`src/rtl/hw_counter_unit.sv`:
```
// rtl/hw_counter_unit.sv - branch-event performance counters with run control, snapshot shadows and a registered read port
module hw_counter_unit #(
  parameter int WIDTH = 32
) (
  input  logic             clk,
  input  logic             rstn,
  input  logic             start,
  input  logic             stop,
  input  logic             clear,
  input  logic             snap,
  input  logic             ev_cond,
  input  logic             ev_uncond,
  input  logic             ev_bp_ok,
  input  logic             rd_req,
  input  logic [2:0]       rd_addr,
  output logic             rd_valid,
  output logic [WIDTH-1:0] rd_data,
  output logic             running
);

  typedef enum logic [1:0] {
    IDLE = 2'd0,
    RUN  = 2'd1,
    HALT = 2'd2
  } state_t;

  localparam int NCNT = 5;
  localparam int C_CYCLE  = 0;
  localparam int C_COND   = 1;
  localparam int C_UNCOND = 2;
  localparam int C_BP_OK  = 3;
  localparam int C_BP_BAD = 4;
  localparam logic [WIDTH-1:0] CNT_MAX = '1;

  state_t           state;
  logic [WIDTH-1:0] live   [NCNT];
  logic [WIDTH-1:0] shadow [NCNT];
  logic [NCNT-1:0]  ovf;
  logic [NCNT-1:0]  inc;
  logic [WIDTH-1:0] rd_mux;

  // stop has priority over start; running tracks the next state so it equals (state==RUN)
  always_ff @(posedge clk or negedge rstn) begin
    if (!rstn) begin
      state   <= IDLE;
      running <= 1'b0;
    end else begin
      case (state)
        IDLE, HALT: begin
          if (start && !stop) begin
            state   <= RUN;
            running <= 1'b1;
          end
        end
        RUN: begin
          if (stop) begin
            state   <= HALT;
            running <= 1'b0;
          end
        end
        default: begin
          state   <= IDLE;
          running <= 1'b0;
        end
      endcase
    end
  end

  always_comb begin
    inc = '0;
    if (state == RUN) begin
      inc[C_CYCLE]  = 1'b1;
      inc[C_COND]   = ev_cond;
      inc[C_UNCOND] = ev_uncond;
      inc[C_BP_OK]  = ev_cond & ev_bp_ok;
      inc[C_BP_BAD] = ev_cond & ~ev_bp_ok;
    end
  end

  // Shadows sample the registered live values, so snap sees pre-increment and pre-clear counts
  always_ff @(posedge clk or negedge rstn) begin
    if (!rstn) begin
      for (int i = 0; i < NCNT; i++) begin
        live[i]   <= '0;
        shadow[i] <= '0;
      end
      ovf <= '0;
    end else begin
      for (int i = 0; i < NCNT; i++) begin
        if (snap) begin
          shadow[i] <= live[i];
        end
        if (clear) begin
          live[i] <= '0;
          ovf[i]  <= 1'b0;
        end else if (inc[i]) begin
          if (live[i] == CNT_MAX) begin
            ovf[i] <= 1'b1;
          end else begin
            live[i] <= live[i] + WIDTH'(1);
          end
        end
      end
    end
  end

  always_comb begin
    rd_mux = '0;
    case (rd_addr)
      3'd0:    rd_mux = shadow[C_CYCLE];
      3'd1:    rd_mux = shadow[C_COND];
      3'd2:    rd_mux = shadow[C_UNCOND];
      3'd3:    rd_mux = shadow[C_BP_OK];
      3'd4:    rd_mux = shadow[C_BP_BAD];
      3'd5:    rd_mux = WIDTH'(ovf);
      3'd6:    rd_mux = WIDTH'(state);
      default: rd_mux = '0;
    endcase
  end

  always_ff @(posedge clk or negedge rstn) begin
    if (!rstn) begin
      rd_valid <= 1'b0;
      rd_data  <= '0;
    end else begin
      rd_valid <= rd_req;
      if (rd_req) begin
        rd_data <= rd_mux;
      end
    end
  end

endmodule

```
`config.mk`:
```
export PLATFORM = sky130hd
export DESIGN_NAME = hw_counter_unit
export DESIGN_NICKNAME = d
export VERILOG_FILES = /design/src/rtl/hw_counter_unit.sv
export SDC_FILE = /design/constraint.sdc
export NUM_CORES = 1
export LEC_CHECK = 0
export BUFFER_PORTS_ARGS = -buffer_cell sky130_fd_sc_hd__clkbuf_2
export CORE_UTILIZATION = 57
export DETAILED_ROUTE_END_ITERATION = 10
export PLACE_DENSITY = 0.74
export SKIP_CTS_REPAIR_TIMING = 1
export SYNTH_ARGS = -nofsm -noshare
export SYNTH_HDL_FRONTEND = slang
export SYNTH_SLANG_ARGS = --single-unit
```
`constraint.sdc`:
```
create_clock -name clk -period 2.2 [get_ports clk]
set_clock_uncertainty 0.15 [all_clocks]
set_input_delay 0.11 -clock clk [delete_from_list [all_inputs] [get_ports clk]]
set_output_delay 0.11 -clock clk [all_outputs]
set_load 0.05 [all_outputs]
```
==> summary.txt <==
CTS Buffer Depth -> 3
Setup TNS Final -> -6.27 ns
RSZ-0062 raised after global routing -> yes
mapped cell area -> 17,600 um^2
fmax -> 0.414 GHz
final hold violation count -> 3
row count -> 64
min-delay worst type -> in2reg
sequential area share after synthesis -> 51.2%
Mapped Cells -> 1,580
antenna violations before repair -> 0
Crit path top cell by count -> buf_6
final non-filler cell total -> 2,313
fill count -> 1,926
max layer used -> met4
Slew Limit Fails -> 0
Yosys reg bits -> 361
worst-margin pin slew -> 0.954 ns
worst path bufs/invs -> 3
antenna viol nets, final -> 0
Port Buf Inserts -> 46
Avg WL per Cell -> 22.5 um
post-layout min period -> 2.42 ns
CTS tree -> built
Synthesized Nets -> 1,598
pin count of the biggest net entering global routing -> 102
Pwr Density -> 619 nW/um^2
number of distinct library cells after synthesis -> 72
Die X -> 178 um
drt pass-1 iters -> 5
layout net count -> 1,906
DP HPWL -> 35.1 mm
Setup Viol. Count Final -> 73
Crit. path cell count -> 8
worst hold slack -> -0.0122 ns
CTS sink cnt -> 361
Synth async-reset ratio -> 100%
# H-tree levels -> 2
Synth Area per Inst -> 11.2 um^2
Hold Path Stages -> 4
reg2reg setup slack -> -0.22 ns
DR vias/cell -> 6.40
Routed WL -> 52.1 mm
Final period util -> 110%
Startpoint Class -> flop
CTS buffer count -> 39
Critical Path Fanout Max -> 7
Leakage Power -> 10.1 nW
VDD IR max -> 0.441 mV
max incr delay on CP -> 0.58 ns
Worst-path clk slew -> 0.06 ns
metal3 WL -> 3.09 mm
Warnings, synthesis -> 0
required time of the critical path -> 2.46 ns
vias in the first global route -> 14,200
Die Ht -> 178 um
clock tree root driver cell -> clkbuf_16
Total GRT Usage -> 31.7%
R2R cell count -> 8
Clock Latency Late Sink -> 0.53 ns
Max-cap violations -> 0
Setup CP Type -> reg2reg
Cell Chain, Critical Path -> nand3_1 > or4_4 > nor4_4 > buf_6 > buf_6 > clkbuf_16 > or4_1 > a21oi_1
met1 WL -> 21.3 mm
Worst path top cell family by delay -> simple AND/OR/NAND/NOR gates
CP arrival -> 2.67 ns
status -> complete, but fails checks
Antenna diodes -> 0
global placement routability congestion -> 0.962
first-pass GRT wire length -> 77.4 mm
failing checks -> hold timing, setup timing
met2 WL -> 25.8 mm
GRT overflow -> 0
# IOs -> 47
share of layout cells above drive strength 1 -> 41.7%
CORE AREA -> 30,500 um^2
Rel. slew slack -> 36.0%
Starting Density -> 57.8%
Sequential Area -> 9040 um^2
Iter 0 DRT Violations -> 1,124
prevailing post-synth register cell -> dfrtp_1
min setup slack post-route -> -0.216 ns
placed cell count -> 2,200
DRC -> 0
Synth-to-Final Area Change -> 29.5%
number of enable flip-flop cells after synthesis -> 0
die area -> 31,700 um^2
vias -> 14,800
slowest CP cell -> or4_4
multi-input combinational cell area -> 8850 um^2
CP Capture Type -> flop
-- cell families after synthesis --
family                     Yosys count  share of synthesized area, %
DFF                                361                          51.2
buffers and inverters              150                          3.46
muxes                              217                          15.6
xor gates and xnor gates            31                          1.54
adders and majority gates            5                         0.354
AOI/OAI and AO/OA                  323                          11.5
and+or+nand+nor                    493                          16.3
-- power breakdown --
| group | leakage (nW) | total, W | switching [W] | internal [W] |
|---|---|---|---|---|
| sequential | 5.03 | 0.00670 | 0.0000309 | 0.00667 |
| combinational | 4.39 | 0.000831 | 0.000532 | 0.000298 |
| clock | 0.653 | 0.00661 | 0.00266 | 0.00395 |
| total | 10.1 | 0.0141 | 0.00323 | 0.0109 |
-- layout make-up --
| class | count | share of cell area (%) |
|---|---|---|
| clock buffer | 53 | 4.95 |
| clock inverter | 17 | 0.701 |
| inverter | 54 | 0.887 |
| multi-input combinational | 1069 | 38.7 |
| sequential | 361 | 39.6 |
| tap | 396 | 2.17 |
| timing repair buffer | 363 | 13.0 |
-- through the flow --
step                setup slack, ns  area [um^2]  power [W]  utilization, %  hold WS, ns
finish                       -0.216        22900     0.0141            74.9      -0.0122
CTS                          -0.217        21600     0.0142            70.7       -0.655
detailed placement           -0.199        20300    0.00759            66.4      -0.0982
floorplan                   -0.0199        17700    0.00718               -       -0.336
global route                 -0.278        22900     0.0146            74.9      0.00215
global placement             -0.107        20300    0.00757            66.4      -0.0981
-- state kept, by name (all words and copies together) (netlist names) --
signal,count
live,160
rd_valid,1
running,1
rd_data,32
state,2
ovf,5
shadow,160
-- worst paths after layout --
path                       startpoint    endpoint
max                          live[76]    live[81]
min                        rd_addr[2]  rd_data[3]
max reg2reg                  live[76]    live[81]
min reg2reg                shadow[40]  shadow[40]
max in group asynchronous        rstn  shadow[53]
min in group asynchronous        rstn   live[156]
-- Yosys cell counts (all sizes together), types with 18 or more instances --
cell type | count | share of area (%)
a21oi | 109 | 3.1
or3 | 60 | 2.1
o22ai | 31 | 1.1
nor2 | 73 | 1.6
or4 | 47 | 2.0
buf | 22 | 0.73
a22oi | 27 | 1.1
nor3 | 22 | 0.68
o31ai | 44 | 1.9
and3 | 25 | 0.89
nand2 | 70 | 1.5
xnor2 | 18 | 0.89
nand3 | 51 | 1.4
dfrtp | 361 | 51
o21ai | 65 | 1.8
clkbuf | 74 | 1.6
inv | 53 | 1.1
nand4 | 58 | 2.1
mux2 | 177 | 11
mux4 | 29 | 3.7
-- placed cells by master, fill, tap and decap left out, drive strengths merged, types with 6 or more instances in the layout --
cell type    instances
nor3                22
clkbuf              97
a21oi              109
and4                17
o31ai               44
clkinv              15
nand3               51
mux2               177
o21ai               65
and3                25
a31o                 6
nor2b               17
xnor2               18
xor2                13
and2                12
o22ai               31
a31oi                7
inv                 53
nand4               58
nand2               70
dlygate4sd3          7
dfrtp              361
nor4                14
mux4                29
nor2                73
buf                312
or3                 60
mux2i               11
or4                 47
a22oi               27
-- layer usage --
metal / up-vias / track usage [%]
li1: 6557 / -
met1: 7532 / 42.3
met2: 573 / 53.2
met3: 142 / 4.28
met4: 0 / 10.8
met5: - / 0
-- worst register-to-register path, stage by stage (launching register included) --
cell       delay [ns]
dfrtp_1          0.39
nand3_1          0.16
or4_4            0.58
nor4_4           0.39
buf_6            0.20
buf_6            0.11
clkbuf_16        0.15
or4_1            0.11
a21oi_1          0.05
Power figures use the tool's default switching activity.
